### src/rtl/fetch_queue.sv
// In-order prefetch FIFO carrying {pc, instruction} pairs from fetch to decode.
// Latency: a push into an empty queue is visible at the head one cycle later; inReady stalls the PC when full.
module fetch_queue #(
    parameter int DEPTH = 4,
    parameter int AW    = 32,
    parameter int DW    = 32
) (
    input  logic                     CLK,
    input  logic                     RST_N,
    input  logic                     inValid,
    input  logic [AW-1:0]            pcIn,
    input  logic [DW-1:0]            instrIn,
    output logic                     inReady,
    input  logic                     flush,
    output logic                     outValid,
    input  logic                     outReady,
    output logic [AW-1:0]            outPc,
    output logic [AW-1:0]            outPcPlus4,
    output logic [DW-1:0]            outInstr,
    output logic                     outMisalign,
    output logic [$clog2(DEPTH):0]   level
);

    localparam int PW = $clog2(DEPTH);
    localparam int CW = PW + 1;
    localparam logic [CW-1:0] FULL = CW'(DEPTH);

    typedef struct packed {
        logic [AW-1:0] pc;
        logic [DW-1:0] instr;
        logic          misalign;
    } entry_t;

    entry_t        mem [DEPTH];
    entry_t        head;
    logic [PW-1:0] wr_ptr;
    logic [PW-1:0] rd_ptr;
    logic [CW-1:0] count;
    logic          push;
    logic          pop;

    assign inReady  = (count != FULL);
    assign outValid = (count != '0);
    assign push     = inValid & inReady & ~flush;
    assign pop      = outValid & outReady & ~flush;
    assign level    = count;

    always_ff @(posedge CLK or negedge RST_N) begin
        if (!RST_N) begin
            wr_ptr <= '0;
            rd_ptr <= '0;
            count  <= '0;
            for (int i = 0; i < DEPTH; i++) begin
                mem[i] <= '0;
            end
        end else if (flush) begin
            // Redirect: everything queued belongs to the wrong path.
            wr_ptr <= '0;
            rd_ptr <= '0;
            count  <= '0;
        end else begin
            if (push) begin
                mem[wr_ptr] <= '{pc: pcIn, instr: instrIn, misalign: |pcIn[1:0]};
                wr_ptr      <= wr_ptr + PW'(1);
            end
            if (pop) begin
                rd_ptr <= rd_ptr + PW'(1);
            end
            case ({push, pop})
                2'b10:   count <= count + CW'(1);
                2'b01:   count <= count - CW'(1);
                default: count <= count;
            endcase
        end
    end

    // Empty queue presents a NOP at pc 0 so decode sees nothing stale.
    always_comb begin
        head        = mem[rd_ptr];
        outPc       = '0;
        outInstr    = '0;
        outMisalign = 1'b0;
        if (outValid) begin
            outPc       = head.pc;
            outInstr    = head.instr;
            outMisalign = head.misalign;
        end
        outPcPlus4 = outPc + AW'(4);
    end

endmodule

### config.mk
export PLATFORM = sky130hd
export DESIGN_NAME = fetch_queue
export DESIGN_NICKNAME = d
export VERILOG_FILES = /design/src/rtl/fetch_queue.sv
export SDC_FILE = /design/constraint.sdc
export NUM_CORES = 1
export LEC_CHECK = 0
export BUFFER_PORTS_ARGS = -buffer_cell sky130_fd_sc_hd__buf_2
export CORE_UTILIZATION = 30
export DETAILED_ROUTE_END_ITERATION = 8
export REMOVE_ABC_BUFFERS = 1
export SYNTH_ARGS = -nofsm -noshare
export SYNTH_HDL_FRONTEND = slang
export SYNTH_SLANG_ARGS = --single-unit
### constraint.sdc
create_clock -name CLK -period 2.9 [get_ports CLK]
set_input_delay 0.58 -clock CLK [delete_from_list [all_inputs] [get_ports CLK]]
set_output_delay 0.58 -clock CLK [all_outputs]
set_load 0.1 [all_outputs]
==> summary.txt, run 1 <==
CTS
  – Sink Count: 267
  – Num CTS Buffers: 30
  – CTS Buffer Depth: 3
  – CTS root buf: clkbuf_16
  – Worst-Skew Late Latency: 570 ps
  – Worst-path clk slew: 60 ps
  – CTS tree: yes
  – CTS H-Tree Depth: 1

Yosys
  – Top cells by count, synth: dfrtp_1 (267), mux2_2 (257), mux4_2 (52), and2_1 (51), clkbuf_1 (38)
  – Post-Synth Simple-Gate Area: 6.86%
  – Synth Area in Compound Gates: 1.10%
  – Count leader, synth: dfrtp_1
  – Sequential area share after synthesis: 52.1%
  – Synth top area cells: dfrtp_1 (52%), mux2_2 (23%), mux4_2 (9.1%)
  – Mean Syn Cell Area: 14.5 µm²
  – Post-synthesis instance area: 12800 µm²
  – Register bit total from synthesis: 267
  – Synth area leader: dfrtp_1
  – Largest family of logic cells by synthesized area: multiplexers
  – Xor and xnor area share after synthesis: 2.26%
  – Post-synth EDFFs: 0
  – Mux cell area share after synthesis: 34.4%
  – Area fraction of the dominant cell type after synthesis: 52.1%
  – Synth Area in Adders: 0.644%
  – Ys Warns: 0
  – Synth cell types: 41
  – Asr flop ratio synth: 100%
  – Synth Flop Type: dfrtp_1
  – Cells after Synth: 885

Setup path
  – R2r startpoint: level[1]
  – CP arrival: 3300 ps
  – Crit-path max FO: 8
  – R2R depth: 8
  – Reg2reg end: mem[136]
  – R2R Setup Slk: 390 ps
  – Element type at the critical path start: flip-flop
  – Crit. End Element: output port
  – Data required time at the worst endpoint: 2320 ps
  – CP Class: reg -> out

STA
  – Sum Neg Setup Slack: -30340 ps
  – Endpoints failing setup: 83
  – Fin. Hold Viols: 0
  – Fmax: 258 MHz
  – RSZ-0062 raised after global routing: true
  – Pins Over Slew Limit: 0
  – Period utilisation layout: 134%
  – Clock skew: 27.1 ps
  – Worst slew pin tran: 846 ps
  – Minimum clock period: 3880 ps
  – Min setup slack post-route: -982 ps
  – Headroom to the max-slew limit: 43.6%

Cells and area
  – Final #Nets: 1279
  – Ratio of cells with drive above 1 in the final layout: 69.3%
  – Area growth, synth to finish: 50.3%
  – Fill cells: 3629
  – Area of the multi-input gates: 6650 µm²
  – Final Util: 45.8%
  – Non-filler cells, final: 1764
  – Register Area: 6690 µm²

Global routing
  – GR met2 Demand/Resource: 27.3%
  – First-pass GRT wire length: 55.1 mm
  – Number of global-route vias before repair: 9240
  – Initial antenna violation count: 4
  – M1 GR Usage: 21.3%
  – Largest net degree at the start of global routing: 85
  – GRT Residual Overflow: 0
  – Busiest layer in global routing: met2
  – Total Routing Usage GR: 16.1%
  – Grt met3 use: 3.23%

Placed design
  – GP Congestion: 0.820
  – Dpl hpwl: 22.7 mm
  – DP Cell Count: 1644
  – Count of buffers from port buffering: 170

Run status
  – Violated checks: negative setup slack
  – Outcome: finished with violations

Drt
  – DR pass1 iterations: 4
  – Antenna viol nets, final: 0
  – First DRT Iteration DRCs: 291
  – DR vias: 8713
  – Avg WL per Cell: 20.2 µm
  – DRC viols: 0
  – Wirelength, routed: 35.5 mm
  – Via density per instance: 4.94

Die
  – Die footprint: 43500 µm²
  – Num rows: 75
  – Overall die width: 209 µm
  – Core area: 42000 µm²
  – Die Y-Extent: 209 µm
  – Initial Utilization: 30.5%
  – IO Pins: 171

Hold path
  – Worst Hold Class: in -> async

Flow run
  – Max Cap Viol: 0
==> state kept, by name, summed over array words and instances (netlist names) <==
name    count
wr_ptr      2
level       3
rd_ptr      2
mem       260
==> metal layers <==
| layer | wire length, µm | share of wire (%) |
|---|---|---|
| met1 | 15000 | 42 |
| met2 | 18100 | 51 |
| met3 | 1810 | 5.1 |
| met4 | 695 | 2.0 |
| met5 | 27 | 0.076 |
==> through the flow <==
| stage | setup slack, ps | cell area (µm²) | hold WS, ps |
|---|---|---|---|
| floorplan | -5060 | 12500 | 284 |
| CTS | -934 | 18100 | 42.9 |
| global route | -1110 | 19300 | 63.4 |
| global placement | -484 | 15600 | 456 |
| finish | -982 | 19300 | 9.25 |
| detailed placement | -533 | 15600 | 473 |
==> cells in the final DEF (no fill, tap or decap), types with 3 or more instances in the layout <==
| cell | instances |
|---|---|
| clkbuf_1 | 7 |
| mux2i_1 | 5 |
| nor2_4 | 10 |
| buf_4 | 90 |
| inv_1 | 5 |
| xnor2_2 | 4 |
| buf_8 | 11 |
| o21ai_0 | 8 |
| and2_4 | 54 |
| mux4_2 | 61 |
| nor3_4 | 3 |
| clkbuf_8 | 9 |
| xnor2_1 | 4 |
| ha_1 | 4 |
| inv_2 | 4 |
| nand2_2 | 3 |
| buf_12 | 111 |
| buf_2 | 72 |
| clkbuf_16 | 32 |
| buf_6 | 56 |
| mux2_2 | 256 |
| dfrtp_1 | 265 |
| xor2_1 | 3 |
| nand4_1 | 11 |
| nor4_4 | 3 |
| xor2_4 | 5 |
| buf_16 | 4 |
| nand3_4 | 5 |
| nor2_1 | 14 |
| nand2_1 | 21 |
| nand2_4 | 10 |
| xnor2_4 | 8 |
| xor2_2 | 9 |
| nand3_1 | 9 |
==> layout make-up <==
cell class / count / area share (%)
clock buffers: 47 / 4.81
well taps: 539 / 3.50
diodes: 2 / 0.0260
repair buffers: 346 / 21.9
clock inverters: 4 / 0.266
multi-input cells: 549 / 34.5
inverters: 10 / 0.208
flip-flops and latches: 267 / 34.7
==> worst max path at each step <==
stage               startpoint             end  slack, ps  cells past startpoint
floorplan            rd_ptr[0]  outPcPlus4[30]      -5060                     10
global placement     rd_ptr[0]  outPcPlus4[30]       -480                      9
detailed placement   rd_ptr[0]  outPcPlus4[30]       -530                      9
CTS                  rd_ptr[0]  outPcPlus4[30]       -930                     10
global route         rd_ptr[0]  outPcPlus4[31]      -1110                     12
finish               rd_ptr[0]  outPcPlus4[31]       -980                     12
==> what timing repair did <==
action	in CTS	in global routing
hold buffers	0	0
endpoints found under the setup margin	94	95
pin swaps	41	42
resized for setup	320	210
gates cloned	3	0
buffers inserted	25	44
endpoints found under the hold margin	0	0
==> worst max-delay path: stages, from the launching register on <==
cell	delay [ps]
dfrtp_4	500
buf_6	150
buf_6	130
buf_12	130
mux2_4	310
buf_6	130
nor4_2	230
buf_4	160
nand4_1	150
nor4_4	300
buf_4	190
xor2_4	160
buf_12	190
==> kinds of logic after synthesis <==
kind of cell	after synthesis
AOI/OAI and AO/OA	22
adders and majority gates	6
and+or+nand+nor	163
xor gates and xnor gates	33
DFF	267
muxes	325
buffers and inverters	69
Power of run 1 is left out: the tool's default activity adds up to more than one toggle a clock period on the data nets, which glitch-free logic cannot reach.
==> run 2, diff against run 1 <==
--- a/config.mk
+++ b/config.mk
@@ -6,6 +6,7 @@
 export NUM_CORES = 1
 export LEC_CHECK = 0
 export BUFFER_PORTS_ARGS = -buffer_cell sky130_fd_sc_hd__buf_2
+export CORE_MARGIN = 2
 export CORE_UTILIZATION = 30
 export DETAILED_ROUTE_END_ITERATION = 8
 export REMOVE_ABC_BUFFERS = 1
==> summary.txt, run 2 (synthesis gave the netlist of run 1 again) <==
Run status
  – Outcome: finished with violations (unchanged)
  – Violated checks: negative setup slack (unchanged)

Setup path
  – R2R Setup Slk: 620 ps (was 390 ps)
  – CP max stage cell: dfrtp_4 (unchanged)
  – CP Buf/Inv Count: 6 (was 7)
  – Critical path depth: 11 (was 12)
  – R2R depth: 8 (unchanged)
  – R2r startpoint: level[1] (unchanged)
  – CP most frequent cell: buf_12 (was buf_6)
  – Max stage delay on crit path: 510 ps (was 500 ps)
  – Element type at the critical path start: flip-flop (unchanged)
  – CP Class: reg -> out (unchanged)
  – Data required time at the worst endpoint: 2320 ps (about the same)
  – Crit path max-delay family: buffers and inverters (unchanged)
  – Crit-path max FO: 8 (unchanged)
  – CP cell instances: buf_12 > buf_12 > buf_8 > mux4_2 > nand4_1 > or3_4 > nor4_4 > buf_4 > xor2_1 > buf_4 > buf_12 (was buf_6 > buf_6 > buf_12 > mux2_4 > buf_6 > nor4_2 > buf_4 > nand4_1 > nor4_4 > buf_4 > xor2_4 > buf_12)
  – Crit. End Element: output port (unchanged)
  – CP arrival: 3290 ps (was 3300 ps)
  – Reg2reg end: mem[148] (was mem[136])

STA
  – Clock skew: 21.3 ps (was 27.1 ps)
  – Worst slew pin tran: 693 ps (was 846 ps)
  – Minimum clock period: 3870 ps (was 3880 ps)
  – Headroom to the max-slew limit: 53.6% (was 43.6%)
  – Fmax: 258 MHz (about the same)
  – RSZ-0062 raised after global routing: true (unchanged)
  – Min setup slack post-route: -975 ps (was -982 ps)
  – Endpoints failing setup: 55 (was 83)
  – Sum Neg Setup Slack: -23720 ps (was -30340 ps)
  – Pins Over Slew Limit: 0 (unchanged)
  – Period utilisation layout: 134% (about the same)
  – Fin. Hold Viols: 0 (unchanged)

Cells and area
  – Number of antenna diodes: 0 (was 2)
  – Final #Nets: 1236 (was 1279)
  – Register with the most flip-flops: mem (unchanged)
  – Most frequent cells in the layout: dfrtp_1 (265), mux2_2 (257), buf_4 (107), buf_2 (72), mux4_2 (62) (was dfrtp_1 (265), mux2_2 (256), buf_12 (111), buf_4 (90), buf_2 (72))
  – Area growth, synth to finish: 40.5% (was 50.3%)
  – Ratio of cells with drive above 1 in the final layout: 64.6% (was 69.3%)
  – Max FFs per register: 260 (unchanged)
  – Fill cells: 3845 (was 3629)
  – Most common cell after layout, fill and taps aside: dfrtp_1 (unchanged)

CTS
  – Worst-Skew Late Latency: 570 ps (about the same)
  – CTS tree: yes (unchanged)
  – CTS Buffer Depth: 3 (unchanged)
  – Worst-path clk slew: 60 ps (about the same)
  – CTS root buf: clkbuf_16 (unchanged)
  – Sink Count: 267 (unchanged)
  – CTS H-Tree Depth: 1 (unchanged)
  – Num CTS Buffers: 31 (was 30)
  – Post-CTS Hold Fix Bufs: 0 (unchanged)

Drt
  – Antenna viol nets, final: 0 (unchanged)
  – Avg WL per Cell: 19.8 µm (was 20.2 µm)
  – Wirelength, routed: 34.1 mm (was 35.5 mm)
  – DR vias: 8433 (was 8713)
  – First DRT Iteration DRCs: 282 (was 291)
  – Via density per instance: 4.89 (was 4.94)
  – DRC viols: 0 (unchanged)
  – DR pass1 iterations: 4 (unchanged)

Placed design
  – GP Congestion: 0.792 (was 0.820)
  – Count of buffers from port buffering: 170 (unchanged)
  – Dpl hpwl: 21.6 mm (was 22.7 mm)

Die
  – Overall die width: 211 µm (was 209 µm)
  – Core area: 42000 µm² (unchanged)
  – Num rows: 75 (unchanged)
  – Die footprint: 44400 µm² (was 43500 µm²)
  – Die Y-Extent: 211 µm (was 209 µm)
  – IO Pins: 171 (unchanged)
  – Initial Utilization: 30.5% (unchanged)

Global routing
  – Initial antenna violation count: 3 (was 4)
  – GRT Residual Overflow: 0 (unchanged)
  – Number of global-route vias before repair: 9261 (was 9240)
  – Total Routing Usage GR: 15.6% (was 16.1%)
  – Largest net degree at the start of global routing: 79 (was 85)
  – First-pass GRT wire length: 54.0 mm (was 55.1 mm)

Hold path
  – Worst Hold Class: in -> async (unchanged)

Flow run
  – Max Cap Viol: 0 (unchanged)
## run 2: worst max path at each step
| stage | endpoint | slack [ps] | startpoint |
|---|---|---|---|
| after detailed placement | outPcPlus4[30] | -550 | rd_ptr[0] |
| after CTS | outPcPlus4[31] | -1030 | rd_ptr[0] |
| after floorplan | outPcPlus4[30] | -5060 | rd_ptr[0] |
| after global placement | outPcPlus4[30] | -560 | rd_ptr[0] |
| final | outPcPlus4[30] | -970 | rd_ptr[0] |
| after global routing | outPcPlus4[30] | -1110 | rd_ptr[0] |
## run 2: per-layer routing
metal | track usage [%] | vias to the layer above | part of all wire [%]
li1 | - | 3754 | -
met2 | 26.3 | 154 | 49
met3 | 3.29 | 48 | 4.6
met4 | 3.16 | 2 | 2.1
met5 | 0 | - | 0.038
met1 | 20.8 | 4475 | 44
## run 2: worst reg2reg max path: stages (launching register included)
cell	delay [ps]
dfrtp_1	360
buf_4	140
nor2_1	40
nand2_1	150
nand2_1	140
nor2_1	560
nand2_4	90
buf_12	260
mux2_2	410
## run 2: through the flow
step                instance area (µm²)  hold slack [ps]  util, %  setup WS [ps]  cells
detailed placement                15600              475     37.0           -555   1636
floorplan                         12500              284        -          -5060    826
global placement                  15600              459     37.0           -557   1636
finish                            18000             17.4     42.8           -975   1723
CTS                               17700             18.1     42.1          -1030   1714
global route                      18000             48.7     42.8          -1110   1723
## run 2: area by class of cell
type	instances	area (µm²)	share of cell area, %
Timing Repair Buffer	302	3210	17.8
Clock buffer	48	900	5.00
Multi-Input combinational cell	549	6400	35.5
Sequential cell	267	6690	37.1
Inverter	10	37.5	0.208
Tap cell	539	674	3.74
Clock inverter	8	104	0.577
## run 2: repair_timing
item / in CTS / in global routing
endpoints found under the setup margin: 91 / 93
pin swaps: 33 / 27
resized for setup: 247 / 65
setup buffers: 24 / 12
gates cloned: 2 / 1
Power of run 2 is left out for the same reason.
==> run 3, diff against run 2 <==
--- a/config.mk
+++ b/config.mk
@@ -5,6 +5,7 @@
 export SDC_FILE = /design/constraint.sdc
 export NUM_CORES = 1
 export LEC_CHECK = 0
+export ABC_AREA = 1
 export BUFFER_PORTS_ARGS = -buffer_cell sky130_fd_sc_hd__buf_2
 export CORE_MARGIN = 2
 export CORE_UTILIZATION = 30
==> summary.txt, run 3 <==
Yosys
  – Sequential area share after synthesis: 49.9% (was 52.1%)
  – Cells after Synth: 1766 (was 885)
  – Asr flop ratio synth: 100% (unchanged)
  – Ys Warns: 0 (unchanged)
  – Post-synthesis instance area: 13400 µm² (was 12800 µm²)
  – Area fraction of the dominant cell type after synthesis: 49.9% (was 52.1%)
  – Register bit total from synthesis: 267 (unchanged)
  – Synth area leader: dfrtp_1 (unchanged)
  – Synth cell types: 30 (was 41)
  – Mean Syn Cell Area: 7.58 µm² (was 14.5 µm²)
  – Top cells by count, synth: nand2_1 (523), o21ai_0 (339), dfrtp_1 (267), nor2_1 (208), inv_1 (120) (was dfrtp_1 (267), mux2_2 (257), mux4_2 (52), and2_1 (51), clkbuf_1 (38))
  – Synth top area cells: dfrtp_1 (50%), nand2_1 (15%), o21ai_0 (13%) (was dfrtp_1 (52%), mux2_2 (23%), mux4_2 (9.1%))
  – Post-synth EDFFs: 0 (unchanged)
  – Count leader, synth: nand2_1 (was dfrtp_1)
  – Synth Flop Type: dfrtp_1 (unchanged)

Global routing
  – First-pass GRT wire length: 67.4 mm (was 54.0 mm)
  – GR met2 Demand/Resource: 29.7% (was 26.3%)
  – Number of global-route vias before repair: 12033 (was 9261)
  – Total Routing Usage GR: 18.2% (was 15.6%)
  – Grt met3 use: 2.73% (was 3.29%)
  – M1 GR Usage: 25.3% (was 20.8%)
  – Busiest layer in global routing: met2 (unchanged)
  – GRT Residual Overflow: 0 (unchanged)
  – Initial antenna violation count: 2 (was 3)
  – Largest net degree at the start of global routing: 89 (was 79)

Hold path
  – Worst Hold Class: in -> reg (was in -> async)
  – Hold path start: instrIn[31]

Cells and area
  – Most frequent cells in the layout: nand2_1 (463), o21ai_0 (302), dfrtp_1 (265), nor2_1 (171), inv_1 (112) (was dfrtp_1 (265), mux2_2 (257), buf_4 (107), buf_2 (72), mux4_2 (62))
  – Ratio of cells with drive above 1 in the final layout: 28.5% (was 64.6%)
  – Most common cell after layout, fill and taps aside: nand2_1 (was dfrtp_1)
  – Final instance area: 19200 µm² (was 18000 µm²)
  – Area growth, synth to finish: 43.3% (was 40.5%)
  – Final Util: 43.5% (was 42.8%)
  – Max FFs per register: 260 (unchanged)
  – Final #Nets: 2075 (was 1236)
  – Register with the most flip-flops: mem (unchanged)

CTS
  – CTS H-Tree Depth: 1 (unchanged)
  – CTS Buffer Depth: 3 (unchanged)
  – CTS root buf: clkbuf_16 (unchanged)
  – Worst-Skew Late Latency: 580 ps (was 570 ps)
  – Sink Count: 267 (unchanged)
  – Worst-path clk slew: 60 ps (about the same)
  – Num CTS Buffers: 30 (was 31)
  – CTS tree: yes (unchanged)

Die
  – Die footprint: 46400 µm² (was 44400 µm²)
  – Core area: 44100 µm² (was 42000 µm²)
  – Overall die width: 215 µm (was 211 µm)
  – Die Y-Extent: 215 µm (was 211 µm)
  – Initial Utilization: 30.4% (was 30.5%)
  – IO Pins: 171 (unchanged)
  – Num rows: 77 (was 75)

Drt
  – First DRT Iteration DRCs: 940 (was 282)
  – Antenna viol nets, final: 0 (unchanged)
  – DR pass1 iterations: 5 (was 4)
  – Via density per instance: 4.86 (was 4.89)
  – Wirelength, routed: 44.3 mm (was 34.1 mm)
  – Avg WL per Cell: 16.9 µm (was 19.8 µm)
  – DRC viols: 0 (unchanged)
  – DR vias: 12730 (was 8433)

Run status
  – Violated checks: negative setup slack (unchanged)
  – Outcome: finished with violations (unchanged)

Setup path
  – Data required time at the worst endpoint: 2320 ps (about the same)
  – Crit-path max FO: 9 (was 8)
  – Crit. End Element: output port (unchanged)
  – Element type at the critical path start: flip-flop (unchanged)
  – CP Class: reg -> out (unchanged)
  – R2r startpoint: level[0] (was level[1])
  – Setup crit start: rd_ptr[0] (unchanged)
  – CP arrival: 2810 ps (was 3290 ps)

STA
  – Pins Over Slew Limit: 0 (unchanged)
  – Clock skew: 18.4 ps (was 21.3 ps)
  – RSZ-0062 raised after global routing: true (unchanged)
  – Min setup slack post-route: -493 ps (was -975 ps)
  – Endpoints failing setup: 53 (was 55)
  – Worst slew pin tran: 936 ps (was 693 ps)
  – Fmax: 295 MHz (was 258 MHz)
  – Fin. Hold Viols: 0 (unchanged)
  – Headroom to the max-slew limit: 37.6% (was 53.6%)
  – Minimum clock period: 3390 ps (was 3870 ps)
  – Period utilisation layout: 117% (was 134%)

Placed design
  – DP Area: 16600 µm² (was 15600 µm²)
  – GP Congestion: 0.934 (was 0.792)
  – Count of buffers from port buffering: 170 (unchanged)
  – Dpl hpwl: 28.0 mm (was 21.6 mm)

Flow run
  – Max Cap Viol: 0 (unchanged)
## run 3: cell count changes after synthesis, moves of 11 or more
cell	delta
and2_1	-48
buf_2	+38
a21oi_1	+37
inv_1	+110
nand3_1	+60
o21ai_0	+330
nor2_4	+11
mux4_2	-52
nand2_1	+488
nor2_1	+184
mux4_1	-11
nor2_2	+17
xnor2_1	-14
mux2_2	-257
## run 3: per-stage QoR
stage	cells	hold WS [ps]	setup WS, ps	TNS [ps]
final	2617	310	-493	-12060
after CTS	2597	285	-433	-14710
after floorplan	1656	284	-4820	-733750
after detailed placement	2514	467	38.8	0
after global placement	2514	459	-6.69	-6.69
after global routing	2616	301	-630	-17620
## run 3: layer usage
metal / wire length [µm] / part of all wire, %
met5: 16 / 0.036
met4: 1260 / 2.8
met3: 2820 / 6.4
met2: 20900 / 47
met1: 19400 / 44
## run 3: repair_timing
| item | in CTS | in global routing |
|---|---|---|
| buffers inserted | 20 | 17 |
| resized for setup | 123 | 189 |
| hold buffers | 1 | 0 |
| setup endpoints to repair | 82 | 80 |
| pin swaps | 41 | 52 |
| endpoints found under the hold margin | 56 | 0 |
| gates cloned | 6 | 4 |
## run 3: logic make-up after synthesis
| group | share of synthesized area [%] |
|---|---|
| DFF | 49.9 |
| buffers and inverters | 7.97 |
| xor gates and xnor gates | 1.05 |
| AOI/OAI and AO/OA | 14.4 |
| and+or+nand+nor | 26.1 |
| adders and majority gates | 0.617 |
## run 3: layout make-up
cell class | count | area (µm²)
antenna | 1 | 2.50
clock buffer | 49 | 932
clock inverter | 7 | 103
fill | 4355 | 24900
inverter | 128 | 498
multi-input combinational | 1261 | 6420
sequential | 267 | 6690
tap | 592 | 741
timing repair buffer | 312 | 3800
## run 3: path summary, 6_finish.rpt
kind / end / slack [ps] / depth (start not counted)
worst max-delay path: outPcPlus4[13] / -490 / 12
worst min-delay path: mem[227] / 310 / 3
worst max register to register: level[2] / 330 / 13
worst min register to register: mem[22] / 480 / 2
max in group asynchronous: mem[76] / 1380 / 3
min in group asynchronous: mem[25] / 530 / 2
## run 3: critical path, cell delays in order, from the launching register on
cell	delay [ps]
dfrtp_4	520
buf_12	180
clkbuf_16	170
nand2_1	60
nand3_1	80
nand2_2	130
buf_4	150
nand2_2	70
nor2_1	110
nand2_1	110
nor2_4	190
xor2_2	240
buf_12	210
Power of run 3 is left out for the same reason.
